File: config.mk
export PLATFORM = sky130hd
export DESIGN_NAME = bus_cycle_sequencer_flat
export DESIGN_NICKNAME = d
export VERILOG_FILES = /design/src/rtl/bus_cycle_sequencer_if.sv /design/src/rtl/bus_cycle_sequencer.sv /design/src/flat_wrapper.sv
export SDC_FILE = /design/constraint.sdc
export NUM_CORES = 1
export LEC_CHECK = 0
export ABC_AREA = 1
export BUFFER_PORTS_ARGS = -buffer_cell sky130_fd_sc_hd__buf_2
export CAP_MARGIN = 20
export CORE_MARGIN = 4
export CORE_UTILIZATION = 35
export CTS_BUF_LIST = sky130_fd_sc_hd__clkbuf_4
export DETAILED_ROUTE_END_ITERATION = 16
export PLACE_DENSITY = 0.6
export SLEW_MARGIN = 30
export SYNTH_ARGS = -nofsm -noshare
export SYNTH_HDL_FRONTEND = slang
export SYNTH_SLANG_ARGS = --single-unit
File: constraint.sdc
create_clock -name clk -period 1.73 [get_ports clk]
set_input_delay 0.173 -clock clk [delete_from_list [all_inputs] [get_ports clk]]
set_output_delay 0.173 -clock clk [all_outputs]
set_load 0.05 [all_outputs]
File: src/rtl/bus_cycle_sequencer_if.sv
// External bus of the T-state sequencer: split or multiplexed address/data, strobes and READY.
// master = bus interface unit, slave = memory/peripheral side.
interface bus_cycle_sequencer_if #(
    parameter int AW = 32,
    parameter int DW = 32
);
    logic [AW-1:0] a_out;
    logic [DW-1:0] ad_out;
    logic          ad_oe;
    logic [DW-1:0] ad_in;
    logic          ale;
    logic          rd_;
    logic          wr_;
    logic          den_;
    logic          ready;

    modport master (
        output a_out, ad_out, ad_oe, ale, rd_, wr_, den_,
        input  ad_in, ready
    );

    modport slave (
        input  a_out, ad_out, ad_oe, ale, rd_, wr_, den_,
        output ad_in, ready
    );
endinterface

File: src/rtl/bus_cycle_sequencer.sv
// Bus interface unit with its own TI/T1/T2/TW/T3/T4 sequencer; BIU_TIMEOUT_EN adds a wait-state timeout.
// Latency: req seen in TI -> ack in T4 after 4 cycles plus wait states; back-to-back cycles skip TI.
// Backpressure: ready=0 at the end of T2/TW stretches the cycle with TW states; busy is high until TI.
module bus_cycle_sequencer #(
    parameter int AW        = 32,
    parameter int DW        = 32,
    parameter bit MUXED     = 1'b0,
    parameter int TO_CYCLES = 16
) (
    input  logic          clk,
    input  logic          rst_,
    input  logic          req,
    input  logic          dtr_,
    input  logic [AW-1:0] addr,
    input  logic [DW-1:0] wdata,
    output logic          ack,
    output logic [DW-1:0] rdata,
    output logic          busy,
    output logic          err,
    output logic [2:0]    t_state,
    bus_cycle_sequencer_if.master bus
);
    typedef enum logic [2:0] {
        TI = 3'b000,
        T1 = 3'b001,
        T2 = 3'b010,
        TW = 3'b011,
        T3 = 3'b100,
        T4 = 3'b101
    } tstate_e;

    localparam int XW = (AW < DW) ? AW : DW;

    tstate_e       state;
    tstate_e       state_nxt;
    logic [AW-1:0] addr_q;
    logic [DW-1:0] wdata_q;
    logic          dtr_q;
    logic          accept;
    logic          timeout;
    logic          dir_rd;
    logic          win;
    logic          rd_nxt;
    logic          wr_nxt;
    logic          den_nxt;
    logic          ale_nxt;
    logic          oe_nxt;
    logic [DW-1:0] ad_nxt;
    logic [DW-1:0] addr_ext;

`ifdef BIU_TIMEOUT_EN
    localparam int CW = $clog2(TO_CYCLES + 1);
    logic [CW-1:0] to_cnt;

    assign timeout = (state == TW) && !bus.ready && (to_cnt == CW'(TO_CYCLES - 1));

    // TW is only ever entered from T2, so clearing in T2 is clearing on entry
    always_ff @(posedge clk or negedge rst_) begin
        if (!rst_) begin
            to_cnt <= '0;
            err    <= 1'b0;
        end else begin
            if (state == T2)
                to_cnt <= '0;
            else if (state == TW)
                to_cnt <= to_cnt + 1'b1;
            err <= timeout;
        end
    end
`else
    logic unused_to_cycles;
    assign unused_to_cycles = (TO_CYCLES != 0);
    assign timeout          = 1'b0;
    assign err              = 1'b0;
`endif

    always_ff @(posedge clk or negedge rst_) begin
        if (!rst_)
            state <= TI;
        else
            state <= state_nxt;
    end

    always_comb begin
        state_nxt = state;
        accept    = 1'b0;
        case (state)
            TI: begin
                if (req) begin
                    state_nxt = T1;
                    accept    = 1'b1;
                end
            end
            T1: state_nxt = T2;
            T2: state_nxt = bus.ready ? T3 : TW;
            TW: begin
                if (bus.ready)
                    state_nxt = T3;
                else if (timeout)
                    state_nxt = T4;
            end
            T3: state_nxt = T4;
            T4: begin
                if (req) begin
                    state_nxt = T1;
                    accept    = 1'b1;
                end else begin
                    state_nxt = TI;
                end
            end
            default: state_nxt = TI;
        endcase
    end

    // Strobes and bus drive are decoded from the next state so they change on the same edge as t_state
    always_comb begin
        addr_ext          = '0;
        addr_ext[XW-1:0]  = addr[XW-1:0];
        dir_rd            = accept ? dtr_ : dtr_q;
        win               = (state_nxt == T2) || (state_nxt == TW) || (state_nxt == T3);
        rd_nxt            = !(win && dir_rd);
        wr_nxt            = !(win && !dir_rd);
        den_nxt           = !win;
        ale_nxt           = MUXED && (state_nxt == T1);
        oe_nxt            = 1'b0;
        ad_nxt            = '0;
        if (ale_nxt) begin
            oe_nxt = 1'b1;
            ad_nxt = addr_ext;
        end else if (!dir_rd && (win || state_nxt == T4)) begin
            oe_nxt = 1'b1;
            ad_nxt = wdata_q;
        end
    end

    always_ff @(posedge clk or negedge rst_) begin
        if (!rst_) begin
            addr_q     <= '0;
            wdata_q    <= '0;
            dtr_q      <= 1'b0;
            rdata      <= '0;
            ack        <= 1'b0;
            bus.rd_    <= 1'b1;
            bus.wr_    <= 1'b1;
            bus.den_   <= 1'b1;
            bus.ale    <= 1'b0;
            bus.ad_oe  <= 1'b0;
            bus.ad_out <= '0;
        end else begin
            if (accept) begin
                addr_q  <= addr;
                wdata_q <= wdata;
                dtr_q   <= dtr_;
            end
            if (state == T3)
                rdata <= bus.ad_in;
            ack        <= (state_nxt == T4);
            bus.rd_    <= rd_nxt;
            bus.wr_    <= wr_nxt;
            bus.den_   <= den_nxt;
            bus.ale    <= ale_nxt;
            bus.ad_oe  <= oe_nxt;
            bus.ad_out <= ad_nxt;
        end
    end

    assign bus.a_out = MUXED ? '0 : addr_q;
    assign busy      = (state != TI);
    assign t_state   = state;
endmodule

File: src/flat_wrapper.sv
// flat-port wrapper written by rule: the top's interface ports become plain ports
module bus_cycle_sequencer_flat 
#(
    parameter int AW        = 32,
    parameter int DW        = 32,
    parameter bit MUXED     = 1'b0,
    parameter int TO_CYCLES = 16
)
  (clk, rst_, req, dtr_, addr, wdata, ack, rdata, busy, err, t_state, bus_a_out, bus_ad_out, bus_ad_oe, bus_ale, bus_rd_, bus_wr_, bus_den_, bus_ad_in, bus_ready);
  bus_cycle_sequencer_if #(.AW(AW), .DW(DW)) bus_i ();
  input  logic clk;
  input  logic rst_;
  input  logic req;
  input  logic dtr_;
  input  logic [AW-1:0] addr;
  input  logic [DW-1:0] wdata;
  output logic ack;
  output logic [DW-1:0] rdata;
  output logic busy;
  output logic err;
  output logic [2:0] t_state;
  output wire logic [$bits(bus_i.a_out)-1:0] bus_a_out;
  output wire logic [$bits(bus_i.ad_out)-1:0] bus_ad_out;
  output wire logic [$bits(bus_i.ad_oe)-1:0] bus_ad_oe;
  output wire logic [$bits(bus_i.ale)-1:0] bus_ale;
  output wire logic [$bits(bus_i.rd_)-1:0] bus_rd_;
  output wire logic [$bits(bus_i.wr_)-1:0] bus_wr_;
  output wire logic [$bits(bus_i.den_)-1:0] bus_den_;
  input wire logic [$bits(bus_i.ad_in)-1:0] bus_ad_in;
  input wire logic [$bits(bus_i.ready)-1:0] bus_ready;
  assign bus_a_out = bus_i.a_out;
  assign bus_ad_out = bus_i.ad_out;
  assign bus_ad_oe = bus_i.ad_oe;
  assign bus_ale = bus_i.ale;
  assign bus_rd_ = bus_i.rd_;
  assign bus_wr_ = bus_i.wr_;
  assign bus_den_ = bus_i.den_;
  assign bus_i.ad_in = bus_ad_in;
  assign bus_i.ready = bus_ready;
  bus_cycle_sequencer #(.AW(AW), .DW(DW), .MUXED(MUXED), .TO_CYCLES(TO_CYCLES)) u_core (.clk(clk), .rst_(rst_), .req(req), .dtr_(dtr_), .addr(addr), .wdata(wdata), .ack(ack), .rdata(rdata), .busy(busy), .err(err), .t_state(t_state), .bus(bus_i));
endmodule
==> impl_metrics.csv, run 1 <==
group,metric,value,unit
place,gp_congestion,0.766,
sta,timing.hold.ws,0.127,ns
worst_setup_path,cp_max_fo,6,
detailed_routing,drc_errors,0,
detailed_routing,ant_nets,0,
sta,rsz0062_at_grt,"yes",
sta,period_share,93.0,%
floorplanning,io_pins,208,
detailed_routing,vias,4515,
global_route,overflow,0,
yosys,synth_area,0.00501,mm2
final_layout,nets,923,
yosys,avgSynthCellArea,9.81,um2
sta,setup_viol,0,
detailed_routing,routed_wl,14.0,mm
pwr,p_sw_share,51.8,%
floorplanning,floorplan.initialDensity,36.0,%
sta,max_freq,622,MHz
clock_network,clkSinkCount,137,
detailed_routing,initialDrtViolationCount,210,
pwr,intPower,7740,uW
clock_network,cts_inserted_buffers,17,
final_layout,drive_gt1_share,31.5,%
sta,period_needed,1.61,ns
place,dp_cells,882,
pwr,power.density,2110,mW/mm2
global_route,grt_start_max_net_pins,50,
yosys,async_flop_share,100,%
yosys,ys_top_cells_by_area,"dfrtp_1 (67%), nand2_1 (13%), nor2_1 (4.9%)",
worst_setup_path,critPathRequiredTime,1.56,ns
pwr,p_clk_share,13.7,%
global_route,grt_pass1_wl,22.7,mm
sta,setup_slack,0.121,ns
yosys,synth_edf_count,0,
pwr,comb_power_share,53.3,%
status,status,"finished clean",
clock_network,clock_latency,0.53,ns
global_route,antenna_found_initial,1,
clock_network,cts_root_buf,"clkbuf_4",
floorplanning,die_h,128,um
clock_network,htree_levels,4,
final_layout,syn_to_final_growth,51.5,%
yosys,netlist_instances,511,
worst_setup_path,setup.worst_path.start_class,"register",
detailed_routing,dr.pass1.iters,4,
final_layout,mostFrequentLayoutCell,"buf_2",
final_layout,seqCellArea,0.00344,mm2
min_path,hold_path.class,"input pin to async pin",
pwr,leakage,0.00424,uW
job,cap_violations,0,
final_layout,multi_input_area,0.00131,mm2
yosys,synth_ff_type,"dfrtp_1",
pwr,total_power,16000,uW
global_route,grtUsageTotal,17.5,%
final_layout,fillCellCount,1267,
sta,maxSlewViolCount,0,
floorplanning,die_w,128,um
final_layout,final_cell_mix,"buf_2 (203), nand2_1 (166), dfrtp_1 (131), dlygate4sd3_1 (100), nor2_1 (63)",
worst_setup_path,arrival,1.44,ns
yosys,synth_warnings,0,
worst_setup_path,cp-end-kind,"primary output",
place,io_buffers,205,
global_route,grt_pass1_vias,4696,
yosys,synth_cell_types,17,
yosys,synth.largest_area_cell,"dfrtp_1",
worst_setup_path,worstSetupPathType,"register to primary output",
yosys,yosysSeqAreaShare,68.4,%
pwr,switchingPower,8310,uW
floorplanning,die_area,0.0163,mm2
sta,timing_hold_violations_final,0,
place,placed_cell_area,0.00627,mm2
yosys,ys_ff_latch,137,
final_layout,final_area,0.00760,mm2
detailed_routing,post_drt_wl_per_cell,13.8,um
pwr,seqPwrFrac,33.1,%
floorplanning,core_region_area,0.0139,mm2
detailed_routing,viasPerCell,4.44,
place,dp_hpwl,9.12,mm
floorplanning,rows,43,
place,post-place-ws,0.0338,ns
final_layout,fin_cells,1016,
clock_network,cts_tree,"built",
yosys,yosys.area.top_type_share,66.9,%
clock_network,clockBufferDepth,2,
clock_network,clk_pin_slew_worst_paths,0.12,ns
pwr,ir_worst_vdd,1110,uV
sta,finClkSkew,0.0121,ns
cell families (layout without fill, tap and decap cells):
| family | count (synthesis) | in the layout | share of synthesized area, % |
|---|---|---|---|
| flip-flops | 137 | 137 | 68.4 |
| AO/OA/AOI/OAI | 33 | 33 | 3.29 |
| AND/OR/NAND/NOR | 275 | 276 | 22.2 |
| other | 1 | 3 | 0.0748 |
| buffers and inverters | 65 | 387 | 5.96 |
registers in the layout (all words and copies together) (netlist names):
signal and flops:
u_core.dtr_q 1, u_core.bus.ad_oe 1, u_core.wdata_q 32, u_core.bus.rd_ 1
u_core.bus.wr_ 1, u_core.bus.a_out 32, u_core.rdata 32, u_core.bus.ad_out 32
u_core.bus.den_ 1, u_core.ack 1, u_core.t_state 3
stage by stage:
| step | TNS [ns] | util, % |
|---|---|---|
| CTS | 0 | 54.3 |
| floorplan | 0 | - |
| finish | 0 | 54.5 |
| global route | -0.0831 | 54.5 |
| global placement | 0 | 45.0 |
| detailed placement | 0 | 45.0 |
cells in the mapped netlist, types with 2 or more instances:
library cell and n:
nand3_1 38, nand2_4 2, dfstp_2 3, buf_6 3, clkbuf_1 11, buf_4 6, inv_1 37, nand2_1 167
dfrtp_1 134, a21oi_1 32, nor2_1 65, buf_2 8
worst paths after layout:
path / startpoint / end / slack [ns] / cells past startpoint
worst max-delay path: u_core.t_state[1] / busy / 0.12 / 3
worst min-delay path: rst_ / u_core.bus.ad_out[13] / 0.13 / 2
worst max register to register: u_core.t_state[1] / u_core.bus.ad_out[24] / 0.16 / 7
worst min register to register: u_core.bus.a_out[31] / u_core.bus.a_out[31] / 0.48 / 2
max in group asynchronous: rst_ / u_core.wdata_q[29] / 1.00 / 3
min in group clk: bus_ad_in[17] / u_core.rdata[17] / 0.37 / 4
cell type report:
class                      instances  share of cell area, %
antenna                            1                 0.0329
clock buffer                      20                   1.98
clock inverter                    12                   1.96
inverter                          37                   1.83
multi-input combinational        311                   17.3
sequential                       137                   45.2
tap                              180                   2.96
timing repair buffer             318                   28.7
timing repair:
item                       4_1_cts  5_1_grt
setup endpoints to repair        0       34
buffers inserted                 0        0
hold endpoints to repair       238        0
hold buffers                   100        0
resized for setup                0        4
routing by layer:
layer / vias up / global-route usage [%] / part of all wire [%]
met5: - / 0 / 0
met4: 0 / 7.93 / 2.2
met3: 26 / 5.88 / 8.1
met2: 168 / 28.3 / 48
met1: 2127 / 21.3 / 42
li1: 2194 / - / -
worst max-delay path: stages, from the launching register on:
cell and delay (ns):
dfrtp_2 0.46, nor2_2 0.14, nand2_2 0.08, clkbuf_4 0.23
power groups by stage:
stage / sequential [uW] / combinational (uW) / clock (uW)
floorplan: 9000 / 2610 / 0
global placement: 5320 / 8160 / 0
detailed placement: 5350 / 8320 / 0
CTS: 5300 / 8490 / 2300
global route: 5470 / 9230 / 2410
finish: 5310 / 8550 / 2190
Power figures use the tool's default switching activity.
==> run 2, diff against run 1 <==
PLACE_DENSITY = default   (was 0.6)
PLACE_DENSITY_LB_ADDON = 0.25   (was default)
clock period = 1.5 ns   (was 1.73 ns; I/O delays follow)
==> impl_metrics.csv, run 2 (synthesis gave the netlist of run 1 again) <==
group,metric,value,unit
final_layout,drive_gt1_share,33.0,%
clock_network,cts_tree,"built",
final_layout,syn_to_final_growth,53.4,%
detailed_routing,routed_wl,13.4,mm
global_route,grtUsageTotal,16.9,%
pwr,leakage,0.00426,uW
worst_setup_path,reg2regPathDepth,8,
worst_setup_path,path_buf_inv,2,
clock_network,clk_pin_slew_worst_paths,0.10,ns
floorplanning,io_pins,208,
worst_setup_path,rr_startpoint,"u_core.t_state[0]",
floorplanning,die_w,128,um
sta,setup_viol,0,
global_route,overflow,0,
floorplanning,core_region_area,0.0139,mm2
worst_setup_path,worstSetupPathType,"register to register",
status,status,"finished clean",
pwr,ir_worst_vdd,1210,uV
clock_network,clockBufferDepth,2,
worst_setup_path,critPathMaxStageDelay,0.45,ns
worst_setup_path,arrival,1.88,ns
sta,timing_hold_violations_final,0,
worst_setup_path,r2r-end,"u_core.wdata_q[2]",
floorplanning,rows,43,
final_layout,final_cell_mix,"buf_2 (199), nand2_1 (166), dfrtp_1 (131), dlygate4sd3_1 (102), nor2_1 (48)",
worst_setup_path,cp_max_fo,56,
min_path,min_from,"bus_ad_in[27]",
final_layout,mostFrequentLayoutCell,"buf_2",
job,cap_violations,0,
sta,finClkSkew,0.0111,ns
min_path,hold_path.class,"input pin to register",
detailed_routing,viasPerCell,4.38,
clock_network,htree_levels,4,
detailed_routing,vias,4459,
pwr,total_power,18600,uW
worst_setup_path,crit_family,"simple AND/OR/NAND/NOR gates",
place,gp_congestion,0.803,
sta,period_needed,1.49,ns
worst_setup_path,critPathRequiredTime,1.89,ns
place,dp_cells,882,
sta,maxSlewViolCount,0,
global_route,antenna_found_initial,1,
final_layout,fin_cells,1017,
global_route,grt_pass1_wl,21.9,mm
worst_setup_path,cp-end-kind,"register",
worst_setup_path,crit_chain,"nor2_4 -> nand2_4 -> buf_4 -> nand2_4 -> nand2_8 -> buf_12 -> nor2_1 -> a21oi_1",
detailed_routing,ant_nets,0,
min_path,hold_depth,4,
detailed_routing,dr.pass1.iters,4,
detailed_routing,post_drt_wl_per_cell,13.2,um
clock_network,cts_root_buf,"clkbuf_4",
sta,period_share,99.3,%
floorplanning,die_h,128,um
min_path,whs_endpoint,"u_core.rdata[27]",
worst_setup_path,cpMostUsedCell,"nand2_4",
floorplanning,die_area,0.0163,mm2
detailed_routing,initialDrtViolationCount,170,
sta,max_freq,671,MHz
clock_network,cts_inserted_buffers,17,
clock_network,clock_latency,0.52,ns
global_route,grt_pass1_vias,4654,
final_layout,nets,927,
sta,tns,0,ns
worst_setup_path,rrSetupSlack,0.01,ns
floorplanning,floorplan.initialDensity,36.0,%
sta,rsz0062_at_grt,"yes",
global_route,grt_start_max_net_pins,57,
clock_network,clkSinkCount,137,
place,io_buffers,205,
detailed_routing,drc_errors,0,
place,dp_hpwl,8.87,mm
worst_setup_path,setup.worst_path.start_class,"register",
pwr,power.density,2420,mW/mm2
worst_setup_path,slowest_stage,"dfrtp_2",
[run 2: cell count changes in the layout (fill, tap and decap cells not counted), moves of 3 or more]
cell and delta:
clkinv_1 +4, clkinvlp_4 -3, nor2_1 -15, buf_2 -4
buf_6 +3, clkinv_2 -3, nor2_2 +14
[run 2: worst max path at each step]
stage	cells past startpoint	slack (ns)	to	from
after floorplan	8	-0.03	u_core.bus.a_out[10]	u_core.t_state[0]
after global placement	5	0.16	u_core.bus.ad_out[11]	u_core.t_state[1]
after detailed placement	5	0.11	u_core.bus.ad_out[13]	u_core.t_state[1]
after CTS	3	-0.06	busy	u_core.t_state[1]
after global routing	3	-0.08	busy	u_core.t_state[0]
final	8	0.01	u_core.wdata_q[2]	u_core.t_state[0]
[run 2: worst min-delay path: stages]
cell           delay [ns]
dlygate4sd3_1        0.51
buf_2                0.09
nand2_1              0.04
nand2_1              0.04
[run 2: metal layers]
metal	GRT usage (%)	vias to the layer above	share of wire, %
met1	20.7	2079	42
li1	-	2191	-
met2	27.2	158	49
met5	0	-	0
met4	7.99	0	2.5
met3	5.33	31	7.0
[run 2: final cells by class]
| cell class | instances | area (um2) |
|---|---|---|
| fillers | 1224 | 6240 |
| flip-flops and latches | 137 | 3440 |
| repair buffers | 323 | 2280 |
| multi-input cells | 310 | 1370 |
| well taps | 180 | 225 |
| clock buffers | 22 | 165 |
| inverters | 37 | 139 |
| clock inverters | 7 | 78.8 |
| diodes | 1 | 2.50 |
[run 2: power breakdown]
part | internal, uW | switching (uW) | total, uW | leakage, uW
logic | 2660 | 7630 | 10300 | 0.00246
clock network | 1030 | 1180 | 2210 | 0.000137
registers | 5410 | 719 | 6130 | 0.00166
[run 2: per-stage QoR]
step / worst slack [ns] / util, % / instance area (um2) / hold WS, ns
4_1_cts: -0.0559 / 54.7 / 7630 / 0.284
5_1_grt: -0.0849 / 55.2 / 7690 / 0.322
6_report: 0.0105 / 55.2 / 7690 / 0.351
3_3_place_gp: 0.165 / 45.3 / 6310 / 0.0368
2_1_floorplan: -0.0276 / - / 5060 / -0.146
3_5_place_dp: 0.106 / 45.3 / 6310 / 0.0415
[run 2: repair_timing]
item / CTS / global route
pin swaps: 2 / 1
hold buffers: 102 / 0
endpoints found under the setup margin: 4 / 98
gates resized for setup: 9 / 21
buffers inserted: 3 / 0
endpoints found under the hold margin: 239 / 0
==> run 3, diff against run 2 <==
GPL_TIMING_DRIVEN = 0   (was default)
==> impl_metrics.csv, run 3 (synthesis gave the netlist of run 1 again) <==
group,metric,value,unit
sta,rsz0062_at_grt,"yes",
floorplanning,floorplan.initialDensity,36.0,%
pwr,ir_worst_vdd,1450,uV
status,failed_checks,"setup timing",
place,io_buffers,204,
worst_setup_path,cp_max_fo,4,
clock_network,htree_levels,4,
floorplanning,core_region_area,0.0139,mm2
place,dp_cells,897,
final_layout,drive_gt1_share,32.7,%
place,dp_hpwl,9.13,mm
sta,max_freq,665,MHz
sta,finClkSkew,0.0110,ns
global_route,grtUsageTotal,17.7,%
sta,max-slew-margin-rel,61.8,%
pwr,switchingPower,9650,uW
clock_network,clockBufferDepth,2,
pwr,p_sw_share,50.9,%
detailed_routing,routed_wl,14.1,mm
detailed_routing,drc_errors,0,
min_path,hold_path.class,"input pin to register",
clock_network,clock_latency,0.52,ns
pwr,comb_power_share,54.8,%
final_layout,fin_cells,1036,
status,status,"finished, violations left",
floorplanning,rows,43,
detailed_routing,viasPerCell,4.43,
sta,period_needed,1.50,ns
floorplanning,die_area,0.0163,mm2
final_layout,nets,944,
pwr,p_clk_share,12.9,%
floorplanning,die_w,128,um
worst_setup_path,arrival,1.35,ns
sta,timing_hold_violations_final,0,
final_layout,syn_to_final_growth,54.7,%
clock_network,clk_pin_slew_worst_paths,0.11,ns
clock_network,cts_root_buf,"clkbuf_4",
worst_setup_path,critPathRequiredTime,1.35,ns
detailed_routing,vias,4593,
final_layout,seqCellArea,0.00344,mm2
sta,period_share,100,%
final_layout,final_core_util,55.7,%
floorplanning,die_h,128,um
worst_setup_path,worstSetupPathType,"register to primary output",
final_layout,final_cell_mix,"buf_2 (206), nand2_1 (165), dfrtp_1 (131), dlygate4sd3_1 (99), nor2_1 (63)",
sta,setup_slack,-0.00468,ns
global_route,grt_start_max_net_pins,78,
final_layout,fillCellCount,1229,
pwr,seqPwrFrac,32.2,%
pwr,leakage,0.00434,uW
sta,tightest_slew,0.573,ns
job,cap_violations,0,
detailed_routing,initialDrtViolationCount,180,
clock_network,cts_inserted_buffers,17,
pwr,intPower,9330,uW
clock_network,cts_tree,"built",
worst_setup_path,setup.worst_path.start_class,"register",
detailed_routing,dr.pass1.iters,5,
sta,tns,-0.00468,ns
global_route,grt_pass1_vias,4771,
final_layout,multi_input_area,0.00133,mm2
pwr,power.density,2450,mW/mm2
sta,setup_viol,1,
clock_network,clkSinkCount,137,
global_route,grt_pass1_wl,23.0,mm
global_route,antenna_found_initial,1,
sta,maxSlewViolCount,0,
global_route,overflow,0,
final_layout,mostFrequentLayoutCell,"buf_2",
floorplanning,io_pins,208,
place,gp_congestion,0.752,
detailed_routing,post_drt_wl_per_cell,13.6,um
worst_setup_path,cp-end-kind,"primary output",
detailed_routing,ant_nets,0,
run 3: cell count changes in the layout (fill, tap and decap cells not counted), moves of 2 or more:
cell / change
buf_12: -6
buf_2: +7
buf_4: +4
buf_6: +4
clkbuf_1: +7
clkbuf_4: -5
clkinv_1: -3
clkinv_2: +5
clkinvlp_4: +2
dlygate4sd3_1: -3
inv_6: +2
nor2_1: +15
nor2_2: -15
run 3: area by class of cell:
| class | count | area share (%) |
|---|---|---|
| Tap cell | 180 | 2.90 |
| Multi-Input combinational cell | 310 | 17.1 |
| Sequential cell | 137 | 44.3 |
| Clock buffer | 17 | 1.65 |
| Clock inverter | 14 | 2.00 |
| Inverter | 37 | 1.79 |
| Antenna cell | 1 | 0.0323 |
| Buffer | 28 | 2.47 |
| Timing Repair Buffer | 312 | 27.8 |
run 3: path summary, 6_finish.rpt:
| path | startpoint | end | slack [ns] | cells past startpoint |
|---|---|---|---|---|
| setup / recovery | u_core.t_state[0] | busy | -0.005 | 3 |
| setup reg to reg | u_core.t_state[1] | u_core.bus.ad_out[10] | 0.02 | 8 |
| max in group asynchronous | rst_ | u_core.bus.wr_ | 0.62 | 3 |
| min in group asynchronous | rst_ | u_core.bus.ad_out[13] | 0.15 | 2 |
| hold / removal | req | u_core.bus.a_out[31] | 0.13 | 3 |
| hold reg to reg | u_core.bus.a_out[31] | u_core.bus.a_out[31] | 0.48 | 2 |
run 3: power by group through the flow:
stage | clock network (uW) | registers (uW) | logic (uW)
final | 2450 | 6120 | 10400
after floorplan | 0 | 10400 | 3090
after global placement | 0 | 6120 | 9670
after detailed placement | 0 | 6170 | 9840
after CTS | 2560 | 6110 | 10300
after global routing | 2720 | 6280 | 11200
run 3: worst max-delay path, stage by stage, from the launching register on:
cell and delay (ns):
dfrtp_2 0.46, nor2_4 0.16, nand2_4 0.08, buf_6 0.15
run 3: through the flow:
stage               instance area, um2  setup slack [ns]  hold slack, ns  power, uW
global route                      7760            -0.131           0.113      20200
finish                            7760          -0.00468           0.133      19000
CTS                               7710           -0.0588          0.0733      19000
detailed placement                6340           -0.0395           0.114      16000
global placement                  6300             -1.79           0.347      15800
floorplan                         5060           -0.0276          -0.146      13500
run 3: repair_timing:
item                                    4_1_cts  5_1_grt
gates cloned                                  1        0
gates resized for setup                      11       19
endpoints found under the setup margin       77      122
buffers inserted                              3        4
pin swaps                                     1        0
hold endpoints to repair                    236        0
hold buffers                                 99        0
run 3: routing by layer:
metal	vias up	routed length [um]	global-route usage (%)
met5	-	0	0
met1	2146	5840	21.6
met3	42	990	5.38
met2	175	6850	29.4
li1	2230	-	-
met4	0	410	7.62
